### src/rtl/step_phase_decoder_pkg.sv
// Shared stepper phase encoding: pattern order {ap,bp,an,bn}, angle 0..7, CW raises the angle.
// Intended for reuse by the phase generator on the motor controller side.
package step_pkg;

  localparam int ANGLE_W = 3;
  localparam logic CW  = 1'b1;
  localparam logic CCW = 1'b0;

  // Element i is the coil pattern for electrical angle i.
  localparam logic [7:0][3:0] ANGLE_PAT = {
    4'b1001, 4'b0001, 4'b0011, 4'b0010,
    4'b0110, 4'b0100, 4'b1100, 4'b1000
  };

  typedef struct packed {
    logic               legal;
    logic               idle;
    logic [ANGLE_W-1:0] angle;
  } ang_t;

  // Anything nonzero that is not in the table (opposite coils or 3+ lines) is illegal.
  function automatic ang_t decode_pattern(input logic [3:0] p);
    ang_t r;
    r.legal = 1'b0;
    r.idle  = (p == 4'b0000);
    r.angle = '0;
    for (int i = 0; i < 8; i++) begin
      if (p == ANGLE_PAT[i]) begin
        r.legal = 1'b1;
        r.angle = ANGLE_W'(i);
      end
    end
    return r;
  endfunction

endpackage

### src/rtl/step_phase_decoder_if.sv
// Coil-line inputs and decoded step/position outputs of the phase decoder.
interface step_phase_decoder_if #(parameter int POS_W = 16);
  logic             in_ap, in_bp, in_an, in_bn;
  logic             clr;
  logic             step;
  logic             dir;
  logic [POS_W-1:0] pos;
  logic [2:0]       angle;
  logic             valid;
  logic             half_step;
  logic             err_illegal;
  logic             err_skip;

  modport master (
    output in_ap, in_bp, in_an, in_bn, clr,
    input  step, dir, pos, angle, valid, half_step, err_illegal, err_skip
  );

  modport slave (
    input  in_ap, in_bp, in_an, in_bn, clr,
    output step, dir, pos, angle, valid, half_step, err_illegal, err_skip
  );
endinterface

### src/rtl/step_phase_decoder_phase_input_filter.sv
// 2-flop synchronizer plus stability counter; strobes once per newly stable pattern.
module phase_input_filter #(
  parameter int FILT = 4
) (
  input  logic       clk,
  input  logic       xres,
  input  logic [3:0] pins,
  output logic [3:0] pat,
  output logic       stb
);
  logic [3:0] s1, s2, prev, acc;
  logic [3:0] cnt;

  always_ff @(posedge clk or negedge xres) begin
    if (!xres) begin
      s1   <= '0;
      s2   <= '0;
      prev <= '0;
      acc  <= '0;
      cnt  <= '0;
    end else begin
      s1   <= pins;
      s2   <= s1;
      prev <= s2;
      if (s2 != prev)           cnt <= '0;
      else if (cnt != 4'(FILT)) cnt <= cnt + 4'd1;
      if (stb) acc <= prev;
    end
  end

  // cnt hits FILT-1 exactly once per stable run; acc suppresses re-accepting the same pattern.
  assign stb = (cnt == 4'(FILT - 1)) && (prev != acc);
  assign pat = prev;

endmodule

### src/rtl/step_phase_decoder.sv
// Decodes filtered coil patterns into step pulses, direction and a signed half-step position.
module step_phase_decoder #(
  parameter int FILT  = 4,
  parameter int POS_W = 16
) (
  input logic clk,
  input logic xres,
  step_phase_decoder_if.slave bus
);
  import step_pkg::*;

  logic [3:0]         pat;
  logic               stb;
  ang_t               dec;
  logic [ANGLE_W-1:0] delta, back;

  logic               step_q, dir_q, valid_q, half_q, eill_q, eskip_q;
  logic [POS_W-1:0]   pos_q;
  logic [ANGLE_W-1:0] angle_q;
  logic               step_n, dir_n, valid_n, half_n, eill_n, eskip_n;
  logic [POS_W-1:0]   pos_n;
  logic [ANGLE_W-1:0] angle_n;
  logic               new_ill, new_skip;

  phase_input_filter #(.FILT(FILT)) u_filt (
    .clk  (clk),
    .xres (xres),
    .pins ({bus.in_ap, bus.in_bp, bus.in_an, bus.in_bn}),
    .pat  (pat),
    .stb  (stb)
  );

  assign dec   = decode_pattern(pat);
  assign delta = dec.angle - angle_q;
  assign back  = 3'd0 - delta;

  always_comb begin
    step_n   = 1'b0;
    dir_n    = dir_q;
    pos_n    = pos_q;
    angle_n  = angle_q;
    valid_n  = valid_q;
    half_n   = half_q;
    new_ill  = 1'b0;
    new_skip = 1'b0;
    if (stb) begin
      if (dec.idle) begin
        valid_n = 1'b0;
      end else if (!dec.legal) begin
        new_ill = 1'b1;
        valid_n = 1'b0;
      end else if (!valid_q) begin
        angle_n = dec.angle;
        valid_n = 1'b1;
      end else begin
        angle_n = dec.angle;
        case (delta)
          3'd1, 3'd2: begin
            step_n = 1'b1;
            dir_n  = CW;
            half_n = (delta == 3'd1);
            pos_n  = pos_q + POS_W'(delta);
          end
          3'd6, 3'd7: begin
            step_n = 1'b1;
            dir_n  = CCW;
            half_n = (delta == 3'd7);
            pos_n  = pos_q - POS_W'(back);
          end
          default: new_skip = 1'b1;
        endcase
      end
    end
    // clr wins over the position update but not over an error raised in the same cycle.
    if (bus.clr) begin
      pos_n   = '0;
      eill_n  = new_ill;
      eskip_n = new_skip;
    end else begin
      eill_n  = eill_q  | new_ill;
      eskip_n = eskip_q | new_skip;
    end
  end

  always_ff @(posedge clk or negedge xres) begin
    if (!xres) begin
      step_q  <= 1'b0;
      dir_q   <= 1'b0;
      pos_q   <= '0;
      angle_q <= '0;
      valid_q <= 1'b0;
      half_q  <= 1'b0;
      eill_q  <= 1'b0;
      eskip_q <= 1'b0;
    end else begin
      step_q  <= step_n;
      dir_q   <= dir_n;
      pos_q   <= pos_n;
      angle_q <= angle_n;
      valid_q <= valid_n;
      half_q  <= half_n;
      eill_q  <= eill_n;
      eskip_q <= eskip_n;
    end
  end

  assign bus.step        = step_q;
  assign bus.dir         = dir_q;
  assign bus.pos         = pos_q;
  assign bus.angle       = angle_q;
  assign bus.valid       = valid_q;
  assign bus.half_step   = half_q;
  assign bus.err_illegal = eill_q;
  assign bus.err_skip    = eskip_q;

endmodule

### src/flat_wrapper.sv
// flat-port wrapper written by rule: the top's interface ports become plain ports
module step_phase_decoder_flat import step_pkg::*;
#(
  parameter int FILT  = 4,
  parameter int POS_W = 16
)
  (clk, xres, bus_in_ap, bus_in_bp, bus_in_an, bus_in_bn, bus_clr, bus_step, bus_dir, bus_pos, bus_angle, bus_valid, bus_half_step, bus_err_illegal, bus_err_skip);
  step_phase_decoder_if #(.POS_W(POS_W)) bus_i ();
  input logic clk;
  input logic xres;
  input wire logic [$bits(bus_i.in_ap)-1:0] bus_in_ap;
  input wire logic [$bits(bus_i.in_bp)-1:0] bus_in_bp;
  input wire logic [$bits(bus_i.in_an)-1:0] bus_in_an;
  input wire logic [$bits(bus_i.in_bn)-1:0] bus_in_bn;
  input wire logic [$bits(bus_i.clr)-1:0] bus_clr;
  output wire logic [$bits(bus_i.step)-1:0] bus_step;
  output wire logic [$bits(bus_i.dir)-1:0] bus_dir;
  output wire logic [$bits(bus_i.pos)-1:0] bus_pos;
  output wire logic [$bits(bus_i.angle)-1:0] bus_angle;
  output wire logic [$bits(bus_i.valid)-1:0] bus_valid;
  output wire logic [$bits(bus_i.half_step)-1:0] bus_half_step;
  output wire logic [$bits(bus_i.err_illegal)-1:0] bus_err_illegal;
  output wire logic [$bits(bus_i.err_skip)-1:0] bus_err_skip;
  assign bus_i.in_ap = bus_in_ap;
  assign bus_i.in_bp = bus_in_bp;
  assign bus_i.in_an = bus_in_an;
  assign bus_i.in_bn = bus_in_bn;
  assign bus_i.clr = bus_clr;
  assign bus_step = bus_i.step;
  assign bus_dir = bus_i.dir;
  assign bus_pos = bus_i.pos;
  assign bus_angle = bus_i.angle;
  assign bus_valid = bus_i.valid;
  assign bus_half_step = bus_i.half_step;
  assign bus_err_illegal = bus_i.err_illegal;
  assign bus_err_skip = bus_i.err_skip;
  step_phase_decoder #(.FILT(FILT), .POS_W(POS_W)) u_core (.clk(clk), .xres(xres), .bus(bus_i));
endmodule
### config.mk
export PLATFORM = sky130hd
export DESIGN_NAME = step_phase_decoder_flat
export DESIGN_NICKNAME = d
export VERILOG_FILES = /design/src/rtl/step_phase_decoder_pkg.sv /design/src/rtl/step_phase_decoder_if.sv /design/src/rtl/step_phase_decoder_phase_input_filter.sv /design/src/rtl/step_phase_decoder.sv /design/src/flat_wrapper.sv
export SDC_FILE = /design/constraint.sdc
export NUM_CORES = 1
export LEC_CHECK = 0
export ABC_AREA = 1
export CORE_MARGIN = 2
export CORE_UTILIZATION = 35
export DETAILED_ROUTE_END_ITERATION = 10
export GPL_ROUTABILITY_DRIVEN = 0
export PLACE_DENSITY = 0.64
export SLEW_MARGIN = 5
export SYNTH_ARGS = -nofsm -noshare
export SYNTH_HDL_FRONTEND = slang
export SYNTH_HIERARCHICAL = 1
export SYNTH_SLANG_ARGS = --single-unit
export TNS_END_PERCENT = 5
### constraint.sdc
create_clock -name clk -period 6.2 [get_ports clk]
set_input_delay 1.55 -clock clk [delete_from_list [all_inputs] [get_ports clk]]
set_output_delay 1.55 -clock clk [all_outputs]
set_load 0.05 [all_outputs]
==> summary.md <==
| Metric | Value |
|---|---|
| Status | `finished clean` |
| Hpwl dp | `4.92 mm` |
| Commonest non-fill, non-tap cells in the layout | `nand2_1 (102), dfrtp_1 (45), inv_1 (41)` |
| Post-Synthesis Cell Area | `3020 µm²` |
| Total Wirelength | `6.56 mm` |
| Worst setup startpoint | `u_core/u_filt/pat[1]` |
| Die Ht | `96.8 µm` |
| Final Slew Violations | `0` |
| Most frequent CP cell | `nand2_1` |
| Static Leak | `approximately 1.8 nW` |
| Synth Net Count | `416` |
| Die ar. | `about 9400 µm²` |
| Routed vias/inst | `4.92` |
| Final Hold Viols | `0` |
| Initial antenna violation count | `0` |
| Fin area | `roughly 3500 µm²` |
| Avg Cell Area, Syn | `7.90 µm²` |
| Root Buffer | `clkbuf_8` |
| Antenna Cells | `0` |
| Max Used Layer | `met4` |
| Post-CTS Hold Fix Bufs | `0` |
| Setup Viol. Count Final | `0` |
| Core box area | `8300 µm²` |
| Clock Latency Late Sink | `300 ps` |
| Met3 Routed Length | `267 µm` |
| WP data arrival | `4480 ps` |
| WP data required | `6400 ps` |
| Starting density of the core | `0.363` |
| GRT Total Usage | `0.147` |
| DRT antenna net count | `0` |
| WP depth | `21` |
| Slew margin rel. | `0.335` |
| Capture instance of the worst register-to-register path | `u_core/bus.pos[14]` |
| Grt ovf | `0` |
| Worst min path class | `register to register` |
| CTS tree | `built` |
| Setup_tns | `0 ps` |
| Row count | `33` |
| Worst reg2reg path depth | `21` |
| Achievable Freq | `233 MHz` |
| PostCTS Resize Cnt | `0` |
| Crit-path max FO | `11` |
| Ys Warns | `6` |
| Fin crit share | `0.691` |
| Max stage delay on crit path | `~500 ps` |
| Worst Skew | `around 6.4 ps` |
| Sink Count | `45` |
| Setup crit end | `u_core/bus.pos[14]` |
| Pwr per Cell Area | `184 nW/µm²` |
| Met2 wire len | `slightly above 3 mm` |
| Number of buffers created by CTS | `5` |
| H-tree levels | `2` |
| Worst R2R Setup Slack | `1910 ps` |
| Max rail drop VDD | `0.000129 V` |
| DR iter-0 viols | `127` |
| Unrepaired setup endpoints after global routing | `no` |
| Met1 WL | `3.17 mm` |
| Ratio of cells with drive above 1 in the final layout | `0.0887` |
| Worst slew pin tran | `around 1000 ps` |
| Buf+Inv Stages, Crit Path | `3` |
| Number of nets in the layout | `450` |
| CP cell instances | `nand2_1 -> inv_1 -> a211oi_1 -> inv_1 -> ha_1 -> inv_1 -> fa_1 -> ha_1 -> or2_2 -> nand3_2 -> nand2_1 -> ha_1 -> nand2_1 -> o21ai_0 -> nand2_1 -> nand2_1 -> nand3_1 -> nand2_1 -> nand2_1 -> nand3_1 -> nand2_1` |
| DR vias | `~2600` |
| Die W | `96.8 µm` |
| Port bufs | `31` |
| Max clock buf depth | `2` |
| Vias in the first global route | `between 2000 and 2500` |
| Total of max-cap violations | `0` |
| #FFs+latches synth | `45` |
| Cell family with most CP delay | `simple AND/OR/NAND/NOR gates` |
| Largest net degree at the start of global routing | `46` |
| Critical path launch point type | `register` |
| Commonest non-fill, non-tap cell in the layout | `nand2_1` |
| Setup Buffers After CTS | `0` |
| Post-Place Cell Area | `roughly 3400 µm²` |
| WL per Instance | `12.6 µm` |
| Reg2reg start | `u_core/u_filt/pat[1]` |
| Slowest CP cell | `dfrtp_1` |
| Clock Pin Slew Worst Setup and Hold Paths | `100 ps` |
| Setup Crit Path Kind | `register to register` |
| DR pass1 iterations | `5` |
| First-pass GRT wire length | `11.6 mm` |
| DRC viols | `0` |
| Setup crit end kind | `register` |
| Synthesis-to-layout area growth | `17.0%` |
| Synth cell types | `36` |
| Minimum clock period | `4290 ps` |
| # IOs | `32` |
| Synth Instances | `between 300 and 400` |
| Register area share after synthesis | `0.373` |
==> cell families (layout without fill, tap and decap cells) <==
group                    Yosys count  in the layout  synth area share
AO/OA/AOI/OAI                     45             45            0.0834
buffers and inverters             50             85            0.0701
XOR/XNOR                          14             14            0.0406
flip-flops                        45             45             0.373
AND/OR/NAND/NOR                  201            201             0.316
adder cells (fa/ha/maj)           27             27             0.117
==> cell usage after synthesis <==
| master | count | area [µm²] |
|---|---|---|
| dfrtp_1 | 45 | 1130 |
| o22ai_1 | 1 | 6.26 |
| clkinv_1 | 1 | 3.75 |
| o21bai_1 | 1 | 7.51 |
| or2_2 | 3 | 18.8 |
| nand4_1 | 2 | 12.5 |
| a22o_1 | 1 | 8.76 |
| o21ai_0 | 17 | 85.1 |
| o21ai_2 | 1 | 8.76 |
| nand2_2 | 4 | 25.0 |
| a21oi_1 | 15 | 75.1 |
| buf_2 | 1 | 5.00 |
| o31ai_1 | 1 | 7.51 |
| inv_2 | 4 | 15.0 |
| nand3_2 | 8 | 80.1 |
| nor3_1 | 1 | 5.00 |
| xnor2_1 | 6 | 52.6 |
| nor2_2 | 3 | 18.8 |
| xor2_1 | 8 | 70.1 |
| nor2_4 | 1 | 11.3 |
| nand2_4 | 3 | 33.8 |
| o21ai_1 | 3 | 15.0 |
| nor2_8 | 1 | 20.0 |
| o21a_1 | 2 | 15.0 |
| fa_1 | 2 | 40.0 |
| a21o_1 | 2 | 15.0 |
| nand2_1 | 102 | 383 |
| or2_1 | 1 | 6.26 |
| and3_1 | 1 | 6.26 |
| nor2_1 | 27 | 101 |
| a211oi_1 | 1 | 7.51 |
| ha_1 | 25 | 313 |
| buf_6 | 3 | 33.8 |
| nand3_1 | 40 | 200 |
| inv_1 | 41 | 154 |
| nand3b_1 | 4 | 30.0 |
==> where the power goes <==
| part | switching (W) | total [W] | internal, W | leakage, nW |
|---|---|---|---|---|
| combinational | 0.0000709 | 0.000110 | 0.0000390 | 1.14 |
| clock | 0.000115 | 0.000238 | 0.000123 | 0.0591 |
| sequential | 0.00000495 | 0.000303 | 0.000298 | 0.601 |
==> layout make-up <==
class | count | area, µm²
clock inverters | 3 | 47.5
flip-flops and latches | 45 | 1130
well taps | 105 | 131
fillers | 844 | 4770
clock buffers | 5 | 68.8
multi-input cells | 287 | 1680
repair buffers | 31 | 305
inverters | 46 | 173
==> sequential cells by signal (all words and copies together) (netlist names) <==
register	flops
u_core/u_filt/s2	4
u_core/bus.valid	1
u_core/bus.half_step	1
u_core/u_filt/cnt	4
u_core/bus.pos	16
u_core/bus.dir	1
u_core/u_filt/acc	4
u_core/u_filt/pat	4
u_core/bus.angle	3
u_core/u_filt/s1	4
u_core/bus.step	1
u_core/bus.err_skip	1
u_core/bus.err_illegal	1
==> per-layer routing <==
layer,vias up,GRT usage
met3,6,0.0246
met2,61,0.240
met4,0,0.0455
met5,-,0
met1,1191,0.200
li1,1309,-
==> through the flow <==
step	utilization	worst slack, ps	hold WS (ps)	total power [W]	instances
4_1_cts	0.425	1960	360	0.000659	522
2_1_floorplan	-	2410	331	0.000388	382
6_report	0.425	1910	356	0.000651	522
3_3_place_gp	0.411	2150	335	0.000416	514
5_1_grt	0.425	1490	367	0.000689	522
3_5_place_dp	0.411	1990	337	0.000418	514
==> worst min path at each step <==
stage / slack (ps) / to / depth (start not counted) / startpoint
4_1_cts: 360 / u_core/u_filt/s2[1] / 0 / u_core/u_filt/s1[1]
6_report: 360 / u_core/u_filt/s2[3] / 0 / u_core/u_filt/s1[3]
3_5_place_dp: 340 / u_core/u_filt/s2[1] / 0 / u_core/u_filt/s1[1]
5_1_grt: 370 / u_core/u_filt/s2[3] / 0 / u_core/u_filt/s1[3]
2_1_floorplan: 330 / u_core/u_filt/s2[0] / 0 / u_core/u_filt/s1[0]
3_3_place_gp: 330 / u_core/u_filt/s2[0] / 0 / u_core/u_filt/s1[0]
(Power assumes the default switching activity.)
==> patch 1: new RTL, config.mk and constraints unchanged <==
`POS_W` is set to 16 in 3 places; all go to 32.
--- a/src/rtl/step_phase_decoder_if.sv
+++ b/src/rtl/step_phase_decoder_if.sv
@@ -1,3 +1,3 @@
 // Coil-line inputs and decoded step/position outputs of the phase decoder.
-interface step_phase_decoder_if #(parameter int POS_W = 16);
+interface step_phase_decoder_if #(parameter int POS_W = 32);
   logic             in_ap, in_bp, in_an, in_bn;
--- a/src/rtl/step_phase_decoder.sv
+++ b/src/rtl/step_phase_decoder.sv
@@ -3,3 +3,3 @@
   parameter int FILT  = 4,
-  parameter int POS_W = 16
+  parameter int POS_W = 32
 ) (
--- a/src/flat_wrapper.sv
+++ b/src/flat_wrapper.sv
@@ -4,3 +4,3 @@
   parameter int FILT  = 4,
-  parameter int POS_W = 16
+  parameter int POS_W = 32
 )
Interface: changed (resized bus_pos); port bits go from 32 to 48. No check against the original RTL was run, so the function may have changed too.
==> patch 1 against the unedited design <==
- clock power up 140%
- area after synthesis up 70%
- worst setup slack worse by 0.65 ns
- wire length up 99%
- maximum frequency down 13%
- total power up 81%
- combinational power up 83%
- worst hold slack worse by 0.017 ns
- final area up 73%
- sequential cell count up 16
- critical path type unchanged
- critical endpoint is now u_core/bus.pos[20]$_DFFE_PN0P_
==> patch 1: results (changes against the unedited design) <==
| Metric | Value |
|---|---|
| Status | finished, final reports clean |
| Clk slew on worst S/H paths | 0.06 ns (-0.04 ns) |
| Lkg Pwr | 3.35 nW (+86%) |
| Area contributors post-synth | dfrtp_1 30%, nand2_1 22%, ha_1 11% |
| Max_slew headroom | 38.2% (+4.7 points) |
| Peak supply drop | 0.136 mV (+5.4%) |
| Post-CTS Resized | 0 (unchanged) |
| Vias in the first global route | 4,475 (+83%) |
| Critical Path AT | 5.21 ns (+0.73 ns) |
| Post-Synthesis Cells | 770 (+100%) |
| Synth Area in Compound Gates | 7.16% (-1.2 points) |
| Synth unique cells | 34 (-5.6%) |
| Most common library cells after synthesis | 295 x nand2_1, 129 x inv_1, 61 x dfrtp_1 |
| CP max-delay cell | ha_1 |
| H-Tree Depth | 3 (+1) |
| Crit path max fanout | 23 (+12) |
| Metal3 WL | 467 µm (+75%) |
| Fin nets | 878 (+95%) |
| Post-synthesis adder-cell area fraction | 11.8% (+0.086 points) |
| Global Route Usage Sum | 17.3% (+2.6 points) |
| Max FFs per register | 32 (+16) |
| Crit-path max cell delay | 0.65 ns (+0.15 ns) |
| Vias per cell | 4.66 (-5.3%) |
| Reg2Reg Depth | 22 (+4.8%) |
| Routed wire length | 13.0 mm (+99%) |
| Skew-Pair Late Insertion Delay | 0.34 ns (+0.04 ns) |
| CTS Buf Count | 9 (+4) |
| Synthesized Nets | 824 (+98%) |
| Proportion of synthesized area in mux cells | 0.196% (+0.20 points) |
| # placed instances | 997 (+94%) |
| Pin count of the biggest net entering global routing | 62 (+35%) |
| XOR/XNOR Fraction of Synth Area | 3.59% (-0.47 points) |
| Met1 WL | 6.73 mm (+110%) |
| DP Wirelength | 10.0 mm (+100%) |
| IO buf count | 47 (+52%) |
| Clock root cell | clkbuf_16 |
| Worst r2r src | u_core/u_filt/pat[2]$_DFF_PN0_ |
| Vias post-DR | 4,714 (+84%) |
| Area after DPL | 0.00577 mm² (+69%) |
| Detail Route met2 WL | 5.59 mm (+84%) |
| Wire length of the first global-routing pass | 21.7 mm (+87%) |
| Top_reg_cell synth | dfrtp_1 |
| Sequential share of the synthesized area | 29.8% (-7.5 points) |
| Post-route clock skew | 0.00685 ns (+0.000403 ns) |
| DR iter-0 viols | 297 (+130%) |
| Share of layout cells above drive strength 1 | 5.80% (-3.1 points) |
[patch 1: cell types whose count changed in the layout (fill, tap and decap cells not counted), sizes merged, moves of 4 or more]
cell,delta
dfrtp,+16
nand2,+194
o21bai,+4
clkbuf,+4
a21oi,+7
ha,+20
nand4,+4
xnor2,+7
nand3,+6
nor2,+32
clkdlybuf4s50,+16
inv,+88
nor3,+6
[patch 1: through the flow]
stage               hold slack (ns)  setup slack, ns  total power, W
finish                        0.339             1.26         0.00118
global route                  0.346            0.777         0.00124
CTS                           0.339             1.28         0.00120
detailed placement            0.335             1.32        0.000614
global placement              0.336             1.33        0.000613
floorplan                     0.331             2.10        0.000561
[patch 1: kinds of logic after synthesis]
kind of cell             count (synthesis)
AND/OR/NAND/NOR                        441
AO/OA/AOI/OAI                           60
multiplexers                             1
XOR/XNOR                                21
flip-flops                              61
buffers and inverters                  139
adder cells (fa/ha/maj)                 47
[patch 1: metal layers]
layer  vias up  GRT usage, %
met5         -             0
met4         0          5.88
met3        15          3.55
met2        88          26.9
met1      2120          24.1
li1       2491             -
[patch 1: how the worst max path moves through the flow]
stage,startpoint,end
2_1_floorplan,u_core/u_filt/pat[2]$_DFF_PN0_,u_core/bus.pos[20]$_DFFE_PN0P_
3_3_place_gp,u_core/u_filt/pat[2]$_DFF_PN0_,u_core/bus.pos[20]$_DFFE_PN0P_
3_5_place_dp,u_core/u_filt/pat[2]$_DFF_PN0_,u_core/bus.pos[20]$_DFFE_PN0P_
4_1_cts,u_core/u_filt/pat[2]$_DFF_PN0_,u_core/bus.pos[20]$_DFFE_PN0P_
5_1_grt,u_core/u_filt/pat[2]$_DFF_PN0_,u_core/bus.pos[20]$_DFFE_PN0P_
6_report,u_core/u_filt/pat[2]$_DFF_PN0_,u_core/bus.pos[20]$_DFFE_PN0P_
[patch 1: final cells by class]
class                      count  area [µm²]
tap                          184         230
sequential                    61        1530
clock buffer                   9         225
inverter                     134         505
fill                        1547        8320
clock inverter                 6         111
multi-input combinational    570        3030
timing repair buffer          48         473
[patch 1: report_power, final]
group	internal, W	leakage [nW]	total (W)	switching [W]
logic	0.0000641	2.37	0.000201	0.000136
clock network	0.000390	0.162	0.000572	0.000182
registers	0.000403	0.824	0.000408	0.00000494
total	0.000858	3.35	0.00118	0.000323
